===== config.mk =====
export PLATFORM = sky130hd
export DESIGN_NAME = vga_rle_pixel_feeder_flat
export DESIGN_NICKNAME = d
export VERILOG_FILES = /design/src/rtl/vga_pkg.sv /design/src/rtl/vga_rle_pixel_feeder_if.sv /design/src/rtl/sync_fifo.sv /design/src/rtl/vga_rle_pixel_feeder.sv /design/src/flat_wrapper.sv
export SDC_FILE = /design/constraint.sdc
export NUM_CORES = 1
export LEC_CHECK = 0
export BUFFER_PORTS_ARGS = -buffer_cell sky130_fd_sc_hd__buf_2
export CORE_MARGIN = 2
export CORE_UTILIZATION = 50
export CTS_CLUSTER_DIAMETER = 200
export DETAILED_ROUTE_END_ITERATION = 7
export PLACE_DENSITY = 0.63
export SLEW_MARGIN = 10
export SYNTH_ARGS = -nofsm -noshare
export SYNTH_HDL_FRONTEND = slang
export SYNTH_SLANG_ARGS = --single-unit

===== constraint.sdc =====
create_clock -name px_clk -period 4 [get_ports px_clk]
set_clock_uncertainty 0.1 [all_clocks]
set_input_delay 0.6 -clock px_clk [delete_from_list [all_inputs] [get_ports px_clk]]
set_output_delay 0.6 -clock px_clk [all_outputs]
set_load 0.005 [all_outputs]

===== src/rtl/vga_pkg.sv =====
// Shared constants for the VGA player datapath: colour and stream byte layout,
// stall counter width, and the RLE decoder state encoding.
package vga_pkg;

    localparam int unsigned RGB_W   = 6;
    localparam int unsigned RGB_LSB = 0;
    localparam int unsigned RPT_LSB = 6;
    localparam int unsigned RPT_W   = 2;
    localparam int unsigned BYTE_W  = RPT_W + RGB_W;
    localparam int unsigned STALL_W = 16;

    // LOAD: next pixel comes from the FIFO head; REPEAT: replaying cur_color
    typedef enum logic {
        DEC_LOAD   = 1'b0,
        DEC_REPEAT = 1'b1
    } dec_state_e;

endpackage


===== src/rtl/vga_rle_pixel_feeder_if.sv =====
// Byte stream handshake into the pixel feeder.
//   in_data  : {repeat[1:0], R1,R0,G1,G0,B1,B0}
//   in_valid : in_data is valid (source -> feeder)
//   in_ready : feeder accepts the byte this cycle (feeder -> source)
interface vga_rle_pixel_feeder_if;

    logic [vga_pkg::BYTE_W-1:0] in_data;
    logic                       in_valid;
    logic                       in_ready;

    modport master (
        output in_data,
        output in_valid,
        input  in_ready
    );

    modport slave (
        input  in_data,
        input  in_valid,
        output in_ready
    );

endinterface


===== src/rtl/sync_fifo.sv =====
// Single-clock FIFO with registered occupancy; full/empty derive from level.
//   clk, rst_n   : clock, async active-low reset
//   flush        : synchronous clear (wins over push/pop)
//   push/wr_data : write request, ignored when full
//   pop          : read request, ignored when empty
//   rd_data_c    : current head (combinational from storage)
//   full_c/empty_c/level : occupancy
module sync_fifo #(
    parameter int unsigned WIDTH = 8,
    parameter int unsigned DEPTH = 16,
    parameter int unsigned LVL_W = $clog2(DEPTH) + 1
) (
    input  logic             clk,
    input  logic             rst_n,
    input  logic             flush,
    input  logic             push,
    input  logic [WIDTH-1:0] wr_data,
    input  logic             pop,
    output logic [WIDTH-1:0] rd_data_c,
    output logic             full_c,
    output logic             empty_c,
    output logic [LVL_W-1:0] level
);

    localparam int unsigned PTR_W = $clog2(DEPTH);

    logic [WIDTH-1:0] mem [DEPTH];
    logic [PTR_W-1:0] wr_ptr;
    logic [PTR_W-1:0] rd_ptr;
    logic             do_push;
    logic             do_pop;

    assign full_c    = (level == LVL_W'(DEPTH));
    assign empty_c   = (level == '0);
    assign do_push   = push & ~full_c & ~flush;
    assign do_pop    = pop & ~empty_c & ~flush;
    assign rd_data_c = mem[rd_ptr];

    // Pointers wrap naturally since DEPTH is a power of two
    always_ff @(posedge clk or negedge rst_n) begin
        if (!rst_n) begin
            wr_ptr <= '0;
            rd_ptr <= '0;
            level  <= '0;
        end else if (flush) begin
            wr_ptr <= '0;
            rd_ptr <= '0;
            level  <= '0;
        end else begin
            if (do_push) wr_ptr <= wr_ptr + PTR_W'(1);
            if (do_pop)  rd_ptr <= rd_ptr + PTR_W'(1);
            level <= level + LVL_W'(do_push) - LVL_W'(do_pop);
        end
    end

    // Storage needs no reset; contents are only visible through level
    always_ff @(posedge clk) begin
        if (do_push) mem[wr_ptr] <= wr_data;
    end

endmodule


===== src/rtl/vga_rle_pixel_feeder.sv =====
// Expands a run-length-encoded RGB222 byte stream into one pixel per active
// video cycle and paces the sync generator through data_done.
//   px_clk, rst_n : pixel clock, async active-low reset
//   flush         : clear buffered stream state (stall_cnt kept)
//   in_if         : byte stream handshake (slave side)
//   activevideo   : sync generator shows a visible position
//   data_done     : advance permission to the sync generator (combinational)
//   rgb           : registered pixel colour
//   fifo_level    : occupied FIFO entries
//   stall_cnt     : saturating count of underrun cycles
module vga_rle_pixel_feeder
    import vga_pkg::*;
#(
    parameter int unsigned FIFO_DEPTH = 16,
    parameter int unsigned RLE_EN     = 1,
    parameter int unsigned LVL_W      = $clog2(FIFO_DEPTH) + 1
) (
    input  logic                     px_clk,
    input  logic                     rst_n,
    input  logic                     flush,
    vga_rle_pixel_feeder_if.slave    in_if,
    input  logic                     activevideo,
    output logic                     data_done,
    output logic [RGB_W-1:0]         rgb,
    output logic [LVL_W-1:0]         fifo_level,
    output logic [STALL_W-1:0]       stall_cnt
);

    dec_state_e         state_q,     state_d;
    logic [RPT_W-1:0]   run_left_q,  run_left_d;
    logic [RGB_W-1:0]   cur_color_q, cur_color_d;
    logic [RGB_W-1:0]   rgb_q,       rgb_d;
    logic [STALL_W-1:0] stall_q,     stall_d;

    logic [BYTE_W-1:0]  fifo_head_c;
    logic [RGB_W-1:0]   head_rgb_c;
    logic [RPT_W-1:0]   head_rpt_c;
    logic               fifo_full_c;
    logic               fifo_empty_c;
    logic               pop_c;
    logic               push_c;
    logic               pix_avail_c;

    assign head_rgb_c = fifo_head_c[RGB_LSB +: RGB_W];
    assign head_rpt_c = fifo_head_c[RPT_LSB +: RPT_W];

    assign in_if.in_ready = ~fifo_full_c;
    assign push_c         = in_if.in_valid & ~fifo_full_c & ~flush;
    assign pix_avail_c    = (run_left_q != '0) | ~fifo_empty_c;
    // Depends on registered state only, so no loop through the sync generator
    assign data_done      = ~activevideo | pix_avail_c;

    sync_fifo #(
        .WIDTH (BYTE_W),
        .DEPTH (FIFO_DEPTH),
        .LVL_W (LVL_W)
    ) u_fifo (
        .clk       (px_clk),
        .rst_n     (rst_n),
        .flush     (flush),
        .push      (push_c),
        .wr_data   (in_if.in_data),
        .pop       (pop_c),
        .rd_data_c (fifo_head_c),
        .full_c    (fifo_full_c),
        .empty_c   (fifo_empty_c),
        .level     (fifo_level)
    );

    // Decoder next state, pixel selection and FIFO pop
    always_comb begin
        state_d     = state_q;
        run_left_d  = run_left_q;
        cur_color_d = cur_color_q;
        rgb_d       = rgb_q;
        pop_c       = 1'b0;

        if (flush) begin
            state_d     = DEC_LOAD;
            run_left_d  = '0;
            cur_color_d = '0;
            rgb_d       = '0;
        end else if (!activevideo) begin
            rgb_d = '0;
        end else begin
            unique case (state_q)
                DEC_REPEAT: begin
                    rgb_d      = cur_color_q;
                    run_left_d = run_left_q - RPT_W'(1);
                    state_d    = (run_left_q == RPT_W'(1)) ? DEC_LOAD : DEC_REPEAT;
                end
                DEC_LOAD: begin
                    // Empty FIFO here is an underrun: rgb holds
                    if (!fifo_empty_c) begin
                        pop_c       = 1'b1;
                        rgb_d       = head_rgb_c;
                        cur_color_d = head_rgb_c;
                        run_left_d  = (RLE_EN != 0) ? head_rpt_c : '0;
                        state_d     = (run_left_d != '0) ? DEC_REPEAT : DEC_LOAD;
                    end
                end
                default: state_d = DEC_LOAD;
            endcase
        end
    end

    // Saturating underrun counter
    always_comb begin
        stall_d = stall_q;
        if (activevideo && !pix_avail_c && (stall_q != '1)) begin
            stall_d = stall_q + STALL_W'(1);
        end
    end

    always_ff @(posedge px_clk or negedge rst_n) begin
        if (!rst_n) begin
            state_q     <= DEC_LOAD;
            run_left_q  <= '0;
            cur_color_q <= '0;
            rgb_q       <= '0;
            stall_q     <= '0;
        end else begin
            state_q     <= state_d;
            run_left_q  <= run_left_d;
            cur_color_q <= cur_color_d;
            rgb_q       <= rgb_d;
            stall_q     <= stall_d;
        end
    end

    assign rgb       = rgb_q;
    assign stall_cnt = stall_q;

endmodule

===== src/flat_wrapper.sv =====
// flat-port wrapper written by rule: the top's interface ports become plain ports
module vga_rle_pixel_feeder_flat import vga_pkg::*;
#(
    parameter int unsigned FIFO_DEPTH = 16,
    parameter int unsigned RLE_EN     = 1,
    parameter int unsigned LVL_W      = $clog2(FIFO_DEPTH) + 1
)
  (px_clk, rst_n, flush, activevideo, data_done, rgb, fifo_level, stall_cnt, in_if_in_data, in_if_in_valid, in_if_in_ready);
  vga_rle_pixel_feeder_if in_if_i ();
  input  logic px_clk;
  input  logic rst_n;
  input  logic flush;
  input  logic activevideo;
  output logic data_done;
  output logic [RGB_W-1:0] rgb;
  output logic [LVL_W-1:0] fifo_level;
  output logic [STALL_W-1:0] stall_cnt;
  input wire logic [$bits(in_if_i.in_data)-1:0] in_if_in_data;
  input wire logic [$bits(in_if_i.in_valid)-1:0] in_if_in_valid;
  output wire logic [$bits(in_if_i.in_ready)-1:0] in_if_in_ready;
  assign in_if_i.in_data = in_if_in_data;
  assign in_if_i.in_valid = in_if_in_valid;
  assign in_if_in_ready = in_if_i.in_ready;
  vga_rle_pixel_feeder #(.FIFO_DEPTH(FIFO_DEPTH), .RLE_EN(RLE_EN), .LVL_W(LVL_W)) u_core (.px_clk(px_clk), .rst_n(rst_n), .flush(flush), .in_if(in_if_i), .activevideo(activevideo), .data_done(data_done), .rgb(rgb), .fifo_level(fifo_level), .stall_cnt(stall_cnt));
endmodule

=== Word-level counts from Yosys, hierarchy flattened ===
Memories as Yosys holds them, arrays and structs flattened.
Cells that the tools add are included.

* Register bits after elaboration: 44
* RAM bits: 128
* Bits of input ports: 13
* Output and inout bits: 29
* Logic and storage cells: 74
* Memories kept: 1

* $add $sub $neg: 6
* Equal/unequal tests: 7
* Mux-type cells: 28
* Bitwise logic cells: 13
* Reduce and logical (&&, ||, !) cells: 11

{| class="wikitable"
|+ Memories
! name !! depth !! bits a word !! rd ports !! clocked after Yosys merged registers in !! write ports !! RTL line !! RTL
|-
| u_core.u_fifo.mem || 16 || 8 || 1 || 0 || 1 || sync_fifo.sv:27 || <nowiki>logic [WIDTH-1:0] mem [DEPTH];</nowiki>
|}

{| class="wikitable"
|+ Operators by type and width
! operator !! count
|-
| $mux W6 || 6
|-
| $add A16 B1 Y16 const B || 1
|-
| $mux W4 || 4
|-
| $ne A16 B16 Y1 const B || 1
|-
| $pmux W6 S2 || 1
|-
| $mux W1 || 11
|-
| $reduce_bool A2 Y1 || 5
|-
| $add A4 B1 Y4 const B || 2
|-
| $and A1 B1 Y1 || 6
|-
| $mux W2 || 3
|-
| $add A5 B1 Y5 || 1
|-
| $eq A5 B5 Y1 const B || 1
|-
| $logic_not A5 Y1 || 1
|-
| $mux W5 || 1
|-
| $not A1 Y1 || 5
|-
| $sub A5 B1 Y5 || 1
|-
| $ne A2 B2 Y1 const B || 2
|-
| $ne A4 B4 Y1 const B || 1
|-
| $pmux W2 S2 || 1
|-
| $ne A3 B3 Y1 const B || 1
|-
| $reduce_and A3 Y1 || 1
|-
| $eq A2 B1 Y1 const B || 1
|-
| $logic_and A1 B1 Y1 || 2
|-
| $or A1 B1 Y1 || 2
|-
| 4 further kinds || 4
|}

=== Logic depth before layout (Yosys ltp) ===
Gate-level depths: netlist of the first run.

* Depth after elaboration: 9
* Gate-level depth with buffers: 14
* Mapped depth without buffers: 14

=== Cells and area by module ===
A second synthesis of the first run with hierarchy kept.

* Cell total of the unflattened synthesis: 493
* Area, all modules: 7,493.4 um^2

{| class="wikitable"
|+ By module, submodules not included
! module !! times used !! cells each !! area an instance (um^2) !! sequential area each (um^2)
|-
| sync_fifo || 1 || 339 || 5,900.7 || 4,169.0
|-
| vga_rle_pixel_feeder || 1 || 154 || 1,592.8 || 775.7
|}

=== Worst setup path after synthesis of the first run ===
OpenSTA, ideal clock, no wires.

* Kind: register to register
* Start: register u_core.u_fifo.level[3]
* End: register u_core.u_fifo.level[4]
* Library setup time: 0.088 ns
* Arrival time: 2.804 ns
* Data required time: 3.812 ns
* Slack: 1.008 ns
* Cell stages (with the launch flop): 14
* Path buffers: 0
* Clock period less this slack: 2.992 ns
* Cell sequence: dfrtp_1 > inv_1 > ha_1 > nor4b_1 > nor3_2 > ha_1 > inv_1 > ha_1 > inv_1 > fa_1 > nor2b_1 > o21bai_1 > nand3_1 > nor3b_1

* Cells in the longest elaborated chain, start to end: 9
* Elaborated cells between the ends (all ways): 17
* Classes of those cells: 2 x add/sub; 1 x eq/ne; 5 x mux; 8 x bitwise; 1 x reduce/logical

{| class="wikitable"
|+ Ends and longest elaborated chain
! what !! RTL line !! RTL
|-
| start: declaration || sync_fifo.sv:22 || <nowiki>output logic [LVL_W-1:0] level</nowiki>
|-
| start signal: assignment || sync_fifo.sv:52 || <nowiki>level <= level + LVL_W'(do_push) - LVL_W'(do_pop);</nowiki>
|-
| $eq A5 B5 Y1 or $logic_not A5 Y1 (tied branches) || sync_fifo.sv:33, sync_fifo.sv:34 ||
|-
| $not A1 Y1 or $mux W1 (tied branches) || sync_fifo.sv:35, vga_rle_pixel_feeder.sv:48, vga_rle_pixel_feeder.sv:94 ||
|-
| $and A1 B1 Y1 or $mux W1 (tied branches) || vga_rle_pixel_feeder.sv:48, vga_rle_pixel_feeder.sv:86 ||
|-
| $and A1 B1 Y1 or $mux W1 (tied branches) || vga_rle_pixel_feeder.sv:48, vga_rle_pixel_feeder.sv:83 ||
|-
| $and A1 B1 Y1 or $mux W1 (tied branches) || sync_fifo.sv:35, vga_rle_pixel_feeder.sv:78 ||
|-
| $and A1 B1 Y1 (on tied branches) || sync_fifo.sv:35, sync_fifo.sv:36 ||
|-
| $add A5 B1 Y5 or $and A1 B1 Y1 (tied branches) || sync_fifo.sv:52, sync_fifo.sv:36 ||
|-
| $sub A5 B1 Y5 (*) || sync_fifo.sv:52 ||
|-
| $mux W5 (*) || sync_fifo.sv:45 || <nowiki>end else if (flush) begin</nowiki>
|}

Mark *: on every way between the ends. The rest lies on a longest branch, timed or not.
A chain may end at the register's enable or synchronous reset.

=== Worst setup path after layout of the first run ===
* Start: register u_core.u_fifo.level[2]
* End: register u_core.u_fifo.level[4]

The elaborated chain is that of the path after synthesis.

==> flow_summary_export.csv, run 1 <==
group,metric,value,unit
synthesis,syn-cell-area,7320,sq um
floorplanning,die_area,15600,sq um
setup_path,crit_fanout,8,
drt,avgRoutedWirePerCell,21.0,um
sta,rsz0062_at_grt,"false",
floorplanning,rows,44,
sta,tns,0,ps
cells_and_area,register_area,4950,sq um
setup_path,crit_buf_inv,4,
setup_path,cp-end-kind,"flip-flop",
cells_and_area,layout-drive-gt1-share,24.3,%
global_routing,grt_first_pass_wirelength,23000,um
floorplanning,core_area,14400,sq um
synthesis,syn-num-nets,462,
setup_path,crit_required,4190,ps
place,io_buffers,41,
drt,dr.pass1.iters,6,
drt,wl,14600,um
clock_network,cts-buffers-inserted,17,
floorplanning,start_util,50.8,%
run_status,status,"complete, no violations",
place,hpwlAfterDp,9390,um
synthesis,synth.top_cell.area_share,52.5,%
clock_network,hold_buffers,0,
synthesis,synth_top_cell_by_area,"edfxtp_1",
sta,post-route-min-period,3000,ps
synthesis,synth_top_flop_cell,"edfxtp_1",
pwr,p_leak,3.04,nW
setup_path,worstPathArrival,3200,ps
clock_network,clock_path_buffers,2,
global_routing,grt_max_degree,45,
global_routing,antenna_found_initial,0,
synthesis,synthTopCellsByCount,"edfxtp_1 (128), dfrtp_1 (44), nand2_1 (27), mux4_2 (25), nor2_1 (25)",
cells_and_area,n_antenna_cell,0,
drt,vias_per_cell,5.66,
setup_path,cp_slowest_cell,"nor3_2",
synthesis,synth_edf_count,128,
global_routing,overflow,0,
clock_network,cts_resized,0,
setup_path,r2r_slack,1000,ps
clock_network,htree_levels,4,
synthesis,yosysMostFrequentCell,"edfxtp_1",
sta,fin_crit_sh,75.0,%
global_routing,grt_pass1_vias,3977,
clock_network,clk_latency,420,ps
setup_path,critical-path-max-stage-delay,400,ps
hold_path,hold_path.class,"primary input to asynchronous set/reset pin",
setup_path,rr_worst_depth,14,
place,post_dp_cell_area,7780,sq um
synthesis,ys_seq_elements,172,
drt,drtIter0Drc,376,
drt,postRouteAntennaNets,0,
setup_path,start_kind,"flip-flop",
drt,vias,3931,
setup_path,path_class,"flip-flop to flip-flop",
floorplanning,pin_count,42,
setup_path,r2r_start,"u_core.u_fifo.level[2]",
synthesis,synthTopCellsByArea,"edfxtp_1 (53%), dfrtp_1 (15%), mux4_2 (7.7%)",
setup_path,cp_top_family,"adder cells",
sta,finalHoldViolCount,0,
clock_network,cts_tree,"built",
sta,relSlewSlack,34.2,%
cells_and_area,utilization,58.1,%
setup_path,r2r_end,"u_core.u_fifo.level[4]",
setup_path,crit_chain,"inv_1 -> ha_1 -> nor4b_1 -> buf_4 -> nor3_2 -> ha_1 -> inv_1 -> ha_1 -> inv_1 -> fa_1 -> nor2b_1 -> o21bai_1 -> a21oi_1 -> nor3b_1",
floorplanning,die_h,125,um
synthesis,ys_async_sr_fraction,25.6,%
cells_and_area,fillers,1137,
job,maxCapViolations,0,
sta,slew_violations,0,
cells_and_area,nNetsFinal,526,
floorplanning,die_x,125,um
synthesis,synth.avg_cell_area,16.9,sq um
pwr,ir_drop,0.341,mV
clock_network,ctsRootBufferMaster,"clkbuf_16",
place,gp_congestion,0.758,
sta,setup_viol,0,
pwr,power.density,587,nW/um^2
synthesis,netlist_instances,434,
sta,fmax,333,MHz
clock_network,clk_pin_slew,60,ps
synthesis,yosys_warnings,0,
global_routing,grt_usage,20.0,%
sta,worst_pin_slew,987,ps
cells_and_area,final_area,8370,sq um
clock_network,post-cts-setup-buffers,0,
cells_and_area,multi_input_area,2170,sq um
drt,drc,0,
synthesis,ys_seq_area_share,67.5,%
synthesis,ys_types,45,
cells_and_area,area_growth,14.4,%
clock_network,clkSinkCount,172,
-- routing by layer --
layer  up-vias  global-route usage (%)  wire length, um  part of all wire [%]
li1       1816                       -                -                     -
met1      1986                    27.6             6330                    43
met5         -                       0                0                     0
met4         0                    6.08              265                   1.8
met3        21                    5.43              875                   6.0
met2       108                    31.8             7130                    49
-- through the flow --
| step | power (mW) | cells | hold slack, ps | setup slack [ps] |
|---|---|---|---|---|
| 2_1_floorplan | 3.03 | 434 | 204 | 1010 |
| 3_3_place_gp | 3.29 | 663 | 377 | 1040 |
| 3_5_place_dp | 3.31 | 663 | 377 | 972 |
| 4_1_cts | 4.98 | 695 | 261 | 956 |
| 5_1_grt | 5.18 | 695 | 313 | 688 |
| 6_report | 4.92 | 695 | 239 | 998 |
-- state kept, by name, indices dropped and copies added, names as in the netlist --
| register | flops |
|---|---|
| u_core.u_fifo.mem | 128 |
| u_core.stall_cnt | 16 |
| u_core.cur_color_q | 6 |
| u_core.rgb | 6 |
| u_core.u_fifo.level | 5 |
| u_core.u_fifo.rd_ptr | 4 |
| u_core.u_fifo.wr_ptr | 4 |
| u_core.run_left_q | 2 |
| u_core.state_q | 1 |
-- power breakdown --
group / internal [mW] / switching, mW / total (mW)
Sequential: 2.05 / 0.175 / 2.22
Combinational: 0.542 / 0.496 / 1.04
Clock: 0.985 / 0.673 / 1.66
-- cells in the final DEF (no fill, tap or decap), drive strengths merged, types with 2 or more instances in the layout --
master	instances
a21oi	6
nand4	6
nor2b	3
buf	62
ha	14
nor3b	2
clkbuf	18
edfxtp	128
clkinv	6
nand2	27
o21ai	20
a22oi	6
clkinvlp	2
and3	7
inv	21
mux2	4
nor4b	2
bufinv	3
and4	4
mux4	38
nor2	25
nor3	8
o211ai	8
nand3	8
nand2b	4
dfrtp	44
xor2	2
xnor2	20
-- worst register-to-register path, stage by stage (launching register included) --
cell and delay (ps):
dfrtp_1 360, inv_1 70, ha_1 220, nor4b_1 150
buf_4 160, nor3_2 400, ha_1 310, inv_1 50
ha_1 150, inv_1 50, fa_1 370, nor2b_1 160
o21bai_1 100, a21oi_1 160, nor3b_1 60
-- cells by family after synthesis --
logic type | after synthesis | share of synthesized area (%)
and+or+nand+nor | 101 | 7.28
DFF | 172 | 67.5
muxes | 43 | 13.1
adders and majority gates | 15 | 2.67
buffers and inverters | 35 | 2.82
AOI/OAI and AO/OA | 46 | 3.95
xor gates and xnor gates | 22 | 2.63
-- cell type report --
type | count | area share [%]
inverters | 18 | 0.807
flip-flops and latches | 172 | 59.1
clock inverters | 14 | 2.02
clock buffers | 18 | 5.12
multi-input cells | 227 | 25.9
well taps | 184 | 2.75
repair buffers | 62 | 4.33
-- how the worst max path moves through the flow --
stage,endpoint,from,slack (ps),cells after the start
CTS,u_core.u_fifo.level[4],u_core.u_fifo.level[2],960,14
global placement,u_core.u_fifo.level[4],u_core.u_fifo.level[3],1040,14
finish,u_core.u_fifo.level[4],u_core.u_fifo.level[2],1000,14
floorplan,u_core.u_fifo.level[4],u_core.u_fifo.level[3],1010,13
detailed placement,u_core.u_fifo.level[4],u_core.u_fifo.level[2],970,14
global route,u_core.u_fifo.level[4],u_core.u_fifo.level[3],690,14
No activity file was read; power rests on OpenSTA's default activity.
==> run 2, diff against run 1 <==
Settings changed: ABC_AREA from default to 1.
Clock period 4 ns to 3.1 ns, I/O delays scaled along.
==> run 2 against run 1 <==
  * Synthesized cell count increased by 68%
  * Via count increased by 33%
  * Core utilization decreased by 1.4 points
  * Critical path depth increased by 6
  * Sequential power increased by 26%
  * Setup slack got worse by 760 ps
  * First-iteration DRC count increased by 13%
  * Non-clock buffer count decreased by 11
  * Clock power increased by 24%
  * Routed wire length increased by 14%
  * Total power increased by 31%
  * Area after synthesis increased by 4.4%
==> flow_summary_export.csv, run 2 <==
group,metric,value,unit
synthesis,synth.avg_cell_area,10.5,sq um
setup_path,cp_slowest_cell,"dfrtp_1",
place,io_buffers,41,
cells_and_area,final_common_cell,"nand2_1",
cells_and_area,multi_input_area,2320,sq um
sta,setup_viol,0,
place,dpl.cell_count,942,
sta,slew_violations,0,
cells_and_area,fillers,1247,
setup_path,start_kind,"flip-flop",
sta,worst_pin_slew,723,ps
place,hpwlAfterDp,10900,um
cells_and_area,nNetsFinal,805,
floorplanning,rows,45,
cells_and_area,final_cell_mix,"nand2_1 (197), edfxtp_1 (128), nor2_1 (98)",
setup_path,worstPathArrival,3120,ps
global_routing,grt_first_pass_wirelength,26600,um
global_routing,grt_pass1_vias,5044,
drt,avgRoutedWirePerCell,17.0,um
sta,post-route-min-period,2860,ps
setup_path,cp-end-kind,"flip-flop",
floorplanning,core_area,15100,sq um
synthesis,synth.top_cell.area_share,50.3,%
drt,wl,16600,um
job,maxCapViolations,0,
clock_network,clkSinkCount,172,
synthesis,synthTopCellsByArea,"edfxtp_1 (50%), dfrtp_1 (14%), nand2_1 (9.7%)",
sta,fmax,349,MHz
cells_and_area,largest_reg_flops,128,
place,gp_congestion,0.840,
clock_network,ctsRootBufferMaster,"clkbuf_16",
run_status,status,"complete, no violations",
clock_network,htree_levels,4,
drt,dr.pass1.iters,5,
cells_and_area,fin_cells,977,
synthesis,ys_seq_elements,172,
synthesis,netlist_instances,731,
pwr,ir_drop,0.716,mV
clock_network,clock_path_buffers,2,
global_routing,overflow,0,
setup_path,crit_fanout,8,
synthesis,yosysMostFrequentCell,"nand2_1",
clock_network,cts_tree,"built",
sta,holdWs,191,ps
synthesis,syn-cell-area,7640,sq um
floorplanning,die_x,128,um
drt,vias,5246,
global_routing,grt_max_degree,65,
setup_path,crit_required,3360,ps
floorplanning,start_util,50.6,%
cells_and_area,regMostFlops,"u_core.u_fifo.mem",
drt,drtIter0Drc,424,
sta,tns,0,ps
setup_path,crit_chain,"inv_1 -> ha_2 -> nand3_2 -> nor2_4 -> inv_1 -> nand3_1 -> inv_2 -> nand2_1 -> inv_2 -> ha_1 -> inv_1 -> ha_1 -> inv_1 -> fa_1 -> inv_2 -> nand2_1 -> a21oi_2 -> nor2_1 -> xor2_1 -> nor2_1",
floorplanning,die_area,16300,sq um
drt,drc,0,
global_routing,grt_usage,21.8,%
cells_and_area,n_antenna_cell,0,
sta,finalHoldViolCount,0,
cells_and_area,layout-drive-gt1-share,13.2,%
synthesis,synthTopCellsByCount,"nand2_1 (197), edfxtp_1 (128), nor2_1 (98), o21ai_0 (48), inv_1 (45)",
synthesis,syn-num-nets,759,
drt,postRouteAntennaNets,0,
setup_path,cpMostUsedCell,"inv_1",
floorplanning,die_h,128,um
synthesis,synth_top_cell_by_area,"edfxtp_1",
pwr,power.density,755,nW/um^2
cells_and_area,area_growth,11.9,%
pwr,power,6.45,mW
setup_path,critical-path-max-stage-delay,380,ps
clock_network,clk_latency,430,ps
synthesis,ys_async_sr_fraction,25.6,%
synthesis,synth_top_flop_cell,"edfxtp_1",
setup_path,path_class,"flip-flop to flip-flop",
clock_network,clk_pin_slew,60,ps
sta,fin_crit_sh,92.3,%
hold_path,hold_path.class,"primary input to flip-flop",
synthesis,synth_edf_count,128,
drt,vias_per_cell,5.37,
global_routing,antenna_found_initial,0,
clock_network,cts-buffers-inserted,17,
cells_and_area,utilization,56.7,%
synthesis,ys_types,33,
sta,relSlewSlack,51.6,%
floorplanning,pin_count,42,
synthesis,ys_seq_area_share,64.7,%
cells_and_area,register_area,4950,sq um
pwr,p_leak,3.45,nW
synthesis,yosys_warnings,0,
## run 2: changes by cell type in the layout (fill, tap and decap cells not counted), moves of 8 or more
cell / delta
mux4_1: -13
inv_1: +25
inv_2: +8
xnor2_1: -14
o21ai_0: +42
nand3_1: +32
nand2_1: +170
a21oi_1: +25
buf_4: -12
nor2_1: +73
mux4_2: -25
## run 2: cell type report
type | count | share of cell area [%]
sequential | 172 | 57.8
multi-input combinational | 482 | 27.1
clock buffer | 17 | 4.97
timing repair buffer | 51 | 3.31
tap | 188 | 2.75
inverter | 53 | 2.36
clock inverter | 14 | 1.65
## run 2: final timing paths
kind / startpoint / cells past startpoint / to / slack [ps]
hold reg to reg: u_core.rgb[4] / 2 / u_core.rgb[4] / 380
hold / removal: flush / 2 / u_core.u_fifo.level[4] / 190
min in group asynchronous: rst_n / 2 / u_core.u_fifo.level[1] / 510
setup reg to reg: u_core.u_fifo.level[3] / 20 / u_core.u_fifo.level[4] / 240
max in group asynchronous: rst_n / 3 / u_core.rgb[4] / 1720
setup / recovery: u_core.u_fifo.level[3] / 20 / u_core.u_fifo.level[4] / 240
## run 2: stage by stage
step	setup slack [ps]	instance area (sq um)
after floorplan	425	7640
after global placement	282	7950
after detailed placement	211	7950
after CTS	191	8520
after global routing	-21.8	8550
final	238	8550
## run 2: kinds of logic after synthesis
kind of cell,count (synthesis),synth area share (%)
AND/OR/NAND/NOR,356,19.4
flip-flops,172,64.7
AO/OA/AOI/OAI,96,6.58
buffers and inverters,77,5.00
XOR/XNOR,15,1.72
adder cells (fa/ha/maj),15,2.55
## run 2: power breakdown
group | total [mW] | internal [mW] | switching, mW
registers | 2.79 | 2.66 | 0.137
logic | 1.60 | 0.531 | 1.07
clock network | 2.06 | 1.18 | 0.884
## run 2: worst max-delay path: cells and delay by family (launching register included)
kind,cells,cell delay [ps]
flip-flops,1,380
XOR/XNOR,1,130
AND/OR/NAND/NOR,7,600
buffers and inverters,7,460
adder cells (fa/ha/maj),4,1000
AO/OA/AOI/OAI,1,110
## run 2: metal layers
layer	up-vias	track usage [%]	part of all wire (%)
li1	2545	-	-
met3	19	5.70	5.5
met1	2542	29.6	45
met5	-	0	0
met2	140	35.2	48
met4	0	5.88	1.3
## run 2: what timing repair did
| action | 4_1_cts | 5_1_grt |
|---|---|---|
| buffers inserted | 0 | 3 |
| gates resized for setup | 0 | 4 |
| hold endpoints to repair | 17 | 0 |
| hold buffers | 1 | 0 |
| setup endpoints to repair | 0 | 1 |
==> run 3, diff against run 2 <==
Settings changed: SYNTH_HIERARCHICAL from default to 1.
==> run 3 against run 2 <==
  * Final cell count increased by 19%
  * Clock-buffer cell count increased by 1
  * Area after synthesis increased by 7.0%
  * Global-route usage decreased by 0.56 points
  * Routed wire length increased by 7.8%
  * First-iteration DRC count increased by 9.0%
  * Via count increased by 11%
  * Synthesized cell count increased by 19%
==> flow_summary_export.csv, run 3 <==
group,metric,value,unit
drt,maxUsedRoutingLayer,"met4",
pwr,ir_drop,0.393,mV
synthesis,ys_types,32,
synthesis,yosysMostFrequentCell,"nand2_1",
synthesis,synthTopCellsByCount,"nand2_1 (322), edfxtp_1 (128), nor2_1 (94), inv_1 (93), nand3_1 (61)",
synthesis,synthAdderAreaFrac,2.39,%
sta,setup_viol,0,
drt,postRouteAntennaNets,0,
setup_path,crit_start,"u_core/u_fifo/level[2]",
run_status,status,"complete, no violations",
synthesis,yosys_warnings,6,
setup_path,cp_slowest_cell,"dfrtp_1",
pwr,comb_power_share,19.4,%
global_routing,grt_usage,21.3,%
sta,fmax,347,MHz
place,io_buffers,41,
drt,met1_length,7980,um
cells_and_area,final_cell_mix,"nand2_1 (320), edfxtp_1 (128), inv_1 (92), nor2_1 (92), nand3_1 (61)",
global_routing,grt_max_degree,84,
hold_path,hold_path.class,"primary input to flip-flop",
drt,dr.pass1.iters,5,
sta,holdWs,203,ps
drt,wl,17900,um
synthesis,muxShareOfSynthArea,0,%
synthesis,synth_edf_count,128,
clock_network,clock_path_buffers,2,
drt,drtIter0Drc,462,
synthesis,synth_top_family_by_area,"simple AND/OR/NAND/NOR gates",
pwr,intPower,4.35,mW
setup_path,crit_chain,"inv_1 -> ha_1 -> nand4_1 -> inv_1 -> inv_1 -> nand2_1 -> nor2_1 -> nand2_2 -> nor2_2 -> inv_1 -> ha_1 -> inv_1 -> ha_1 -> inv_1 -> fa_2 -> nand3b_1 -> a21oi_2 -> nor2_1",
cells_and_area,n_antenna_cell,0,
synthesis,netlist_instances,871,
drt,vias_per_cell,5.03,
floorplanning,die_x,132,um
sta,finalHoldViolCount,0,
clock_network,clk_pin_slew,60,ps
setup_path,start_kind,"flip-flop",
clock_network,cts-buffers-inserted,17,
sta,worst_pin_slew,719,ps
setup_path,cp_top_family,"adder cells",
pwr,power.density,655,nW/um^2
clock_network,clkSinkCount,172,
cells_and_area,nNetsFinal,958,
sta,slew_violations,0,
synthesis,synth.top_cell.area_share,47.0,%
synthesis,ys_seq_elements,172,
drt,wl_met3,807,um
cells_and_area,largest_reg_flops,128,
synthesis,synth_top_flop_cell,"edfxtp_1",
synthesis,synth.avg_cell_area,9.39,sq um
setup_path,critical-path-max-stage-delay,370,ps
global_routing,antenna_found_initial,0,
global_routing,overflow,0,
synthesis,ys_async_sr_fraction,25.6,%
floorplanning,rows,46,
drt,vias,5833,
floorplanning,pin_count,42,
floorplanning,core_area,15900,sq um
setup_path,worstPathArrival,3100,ps
global_routing,grt_first_pass_wirelength,28600,um
floorplanning,die_area,17400,sq um
sta,fin_crit_sh,93.0,%
setup_path,crit_required,3320,ps
place,hpwlAfterDp,11800,um
drt,drc,0,
setup_path,cpMostUsedCell,"inv_1",
pwr,sequentialPowerShare,44.1,%
sta,tns,0,ps
cells_and_area,fillers,1368,
synthesis,synth_top_cell_by_area,"edfxtp_1",
sta,relSlewSlack,51.9,%
sta,post-route-min-period,2880,ps
setup_path,crit_buf_inv,6,
setup_path,cp-end-kind,"flip-flop",
pwr,switching_share,28.8,%
clock_network,htree_levels,4,
sta,rsz0062_at_grt,"false",
clock_network,cts_tree,"built",
pwr,p_leak,4.08,nW
synthesis,syn-cell-area,8180,sq um
pwr,clkPwrFrac,36.5,%
place,gp_congestion,0.802,
clock_network,clk_latency,430,ps
setup_path,crit_fanout,6,
synthesis,syn-num-nets,899,
synthesis,synth-xor-area-share,1.29,%
drt,avgRoutedWirePerCell,15.4,um
floorplanning,die_h,132,um
synthesis,synthTopCellsByArea,"edfxtp_1 (47%), nand2_1 (15%), dfrtp_1 (13%)",
pwr,power_switching,1.76,mW
job,maxCapViolations,0,
global_routing,grt_pass1_vias,5420,
hold_path,hp-start,"activevideo",
drt,route.met2.wl,8780,um
cells_and_area,final_common_cell,"nand2_1",
synthesis,ys_seq_area_share,60.5,%
cells_and_area,layout-drive-gt1-share,14.5,%
synthesis,synthSimpleGateAreaFrac,27.1,%
synthesis,synth-compound-area-share,1.85,%
cells_and_area,regMostFlops,"u_core/u_fifo/mem",
setup_path,r2r_start,"u_core/u_fifo/level[2]",
setup_path,path_class,"flip-flop to flip-flop",
clock_network,ctsRootBufferMaster,"clkbuf_16",
floorplanning,start_util,51.3,%
cells_and_area,area_growth,14.0,%
## run 3: cell count changes in the layout (fill, tap and decap cells not counted), sizes merged, moves of 4 or more
cell / change
inv: +45
nand4: +6
a21oi: -28
o211ai: -7
o22ai: +7
nand3b: +4
nand3: +26
buf: +17
nand2: +130
o21ai: -42
## run 3: logic make-up after synthesis
family | Yosys count
buffers and inverters | 128
adder cells (fa/ha/maj) | 15
XOR/XNOR | 12
AND/OR/NAND/NOR | 517
AO/OA/AOI/OAI | 27
flip-flops | 172
## run 3: path summary, 6_finish.rpt
path | end | slack [ps] | depth (start not counted)
max | u_core/u_fifo/level[4] | 220 | 18
min in group asynchronous | u_core/stall_cnt[5] | 490 | 2
max reg2reg | u_core/u_fifo/level[4] | 220 | 18
max in group asynchronous | u_core/cur_color_q[1] | 1830 | 3
min reg2reg | u_core/rgb[3] | 430 | 2
min | u_core/state_q | 200 | 2
## run 3: area by class of cell
cell class                 instances  area, sq um  area share (%)
multi-input combinational        571         2690            28.8
sequential                       172         4950            53.0
inverter                         100          375            4.03
tap                              216          270            2.90
timing repair buffer              68          423            4.54
clock inverter                    14          194            2.08
clock buffer                      18          429            4.60
## run 3: repair_timing
item                                    4_1_cts  5_1_grt
hold endpoints to repair                     24        0
endpoints found under the setup margin        0        1
setup buffers                                 0        2
resized for setup                             0        7
hold buffers                                  1        0
## run 3: layer usage
metal  vias to the layer above  global-route usage (%)
met1                      2763                    28.4
met5                         -                       0
met4                         0                    7.31
met3                        21                    3.81
li1                       2904                       -
met2                       145                    35.3
## run 3: metrics by stage
stage | area (sq um) | cells | total power [mW] | setup WS, ps | util [%]
2_1_floorplan | 8180 | 871 | 3.53 | 212 | -
3_3_place_gp | 8660 | 1124 | 3.88 | 231 | 54.3
3_5_place_dp | 8660 | 1124 | 3.89 | 164 | 54.3
4_1_cts | 9290 | 1157 | 6.11 | 144 | 58.3
5_1_grt | 9320 | 1159 | 6.41 | 2.49 | 58.5
6_report | 9320 | 1159 | 6.10 | 217 | 58.5
## run 3: power by group through the flow
stage / clock (mW) / combinational [mW] / sequential, mW
2_1_floorplan: 0 / 0.801 / 2.73
3_3_place_gp: 0 / 1.15 / 2.73
3_5_place_dp: 0 / 1.15 / 2.74
4_1_cts: 2.26 / 1.16 / 2.69
5_1_grt: 2.36 / 1.34 / 2.71
6_report: 2.23 / 1.19 / 2.69
## run 3: worst register-to-register path: stages (launching register included)
cell	delay [ps]
dfrtp_1	370
inv_1	70
ha_1	210
nand4_1	140
inv_1	60
inv_1	60
nand2_1	40
nor2_1	100
nand2_2	120
nor2_2	140
inv_1	70
ha_1	270
inv_1	70
ha_1	150
inv_1	50
fa_2	350
nand3b_1	210
a21oi_2	150
nor2_1	50
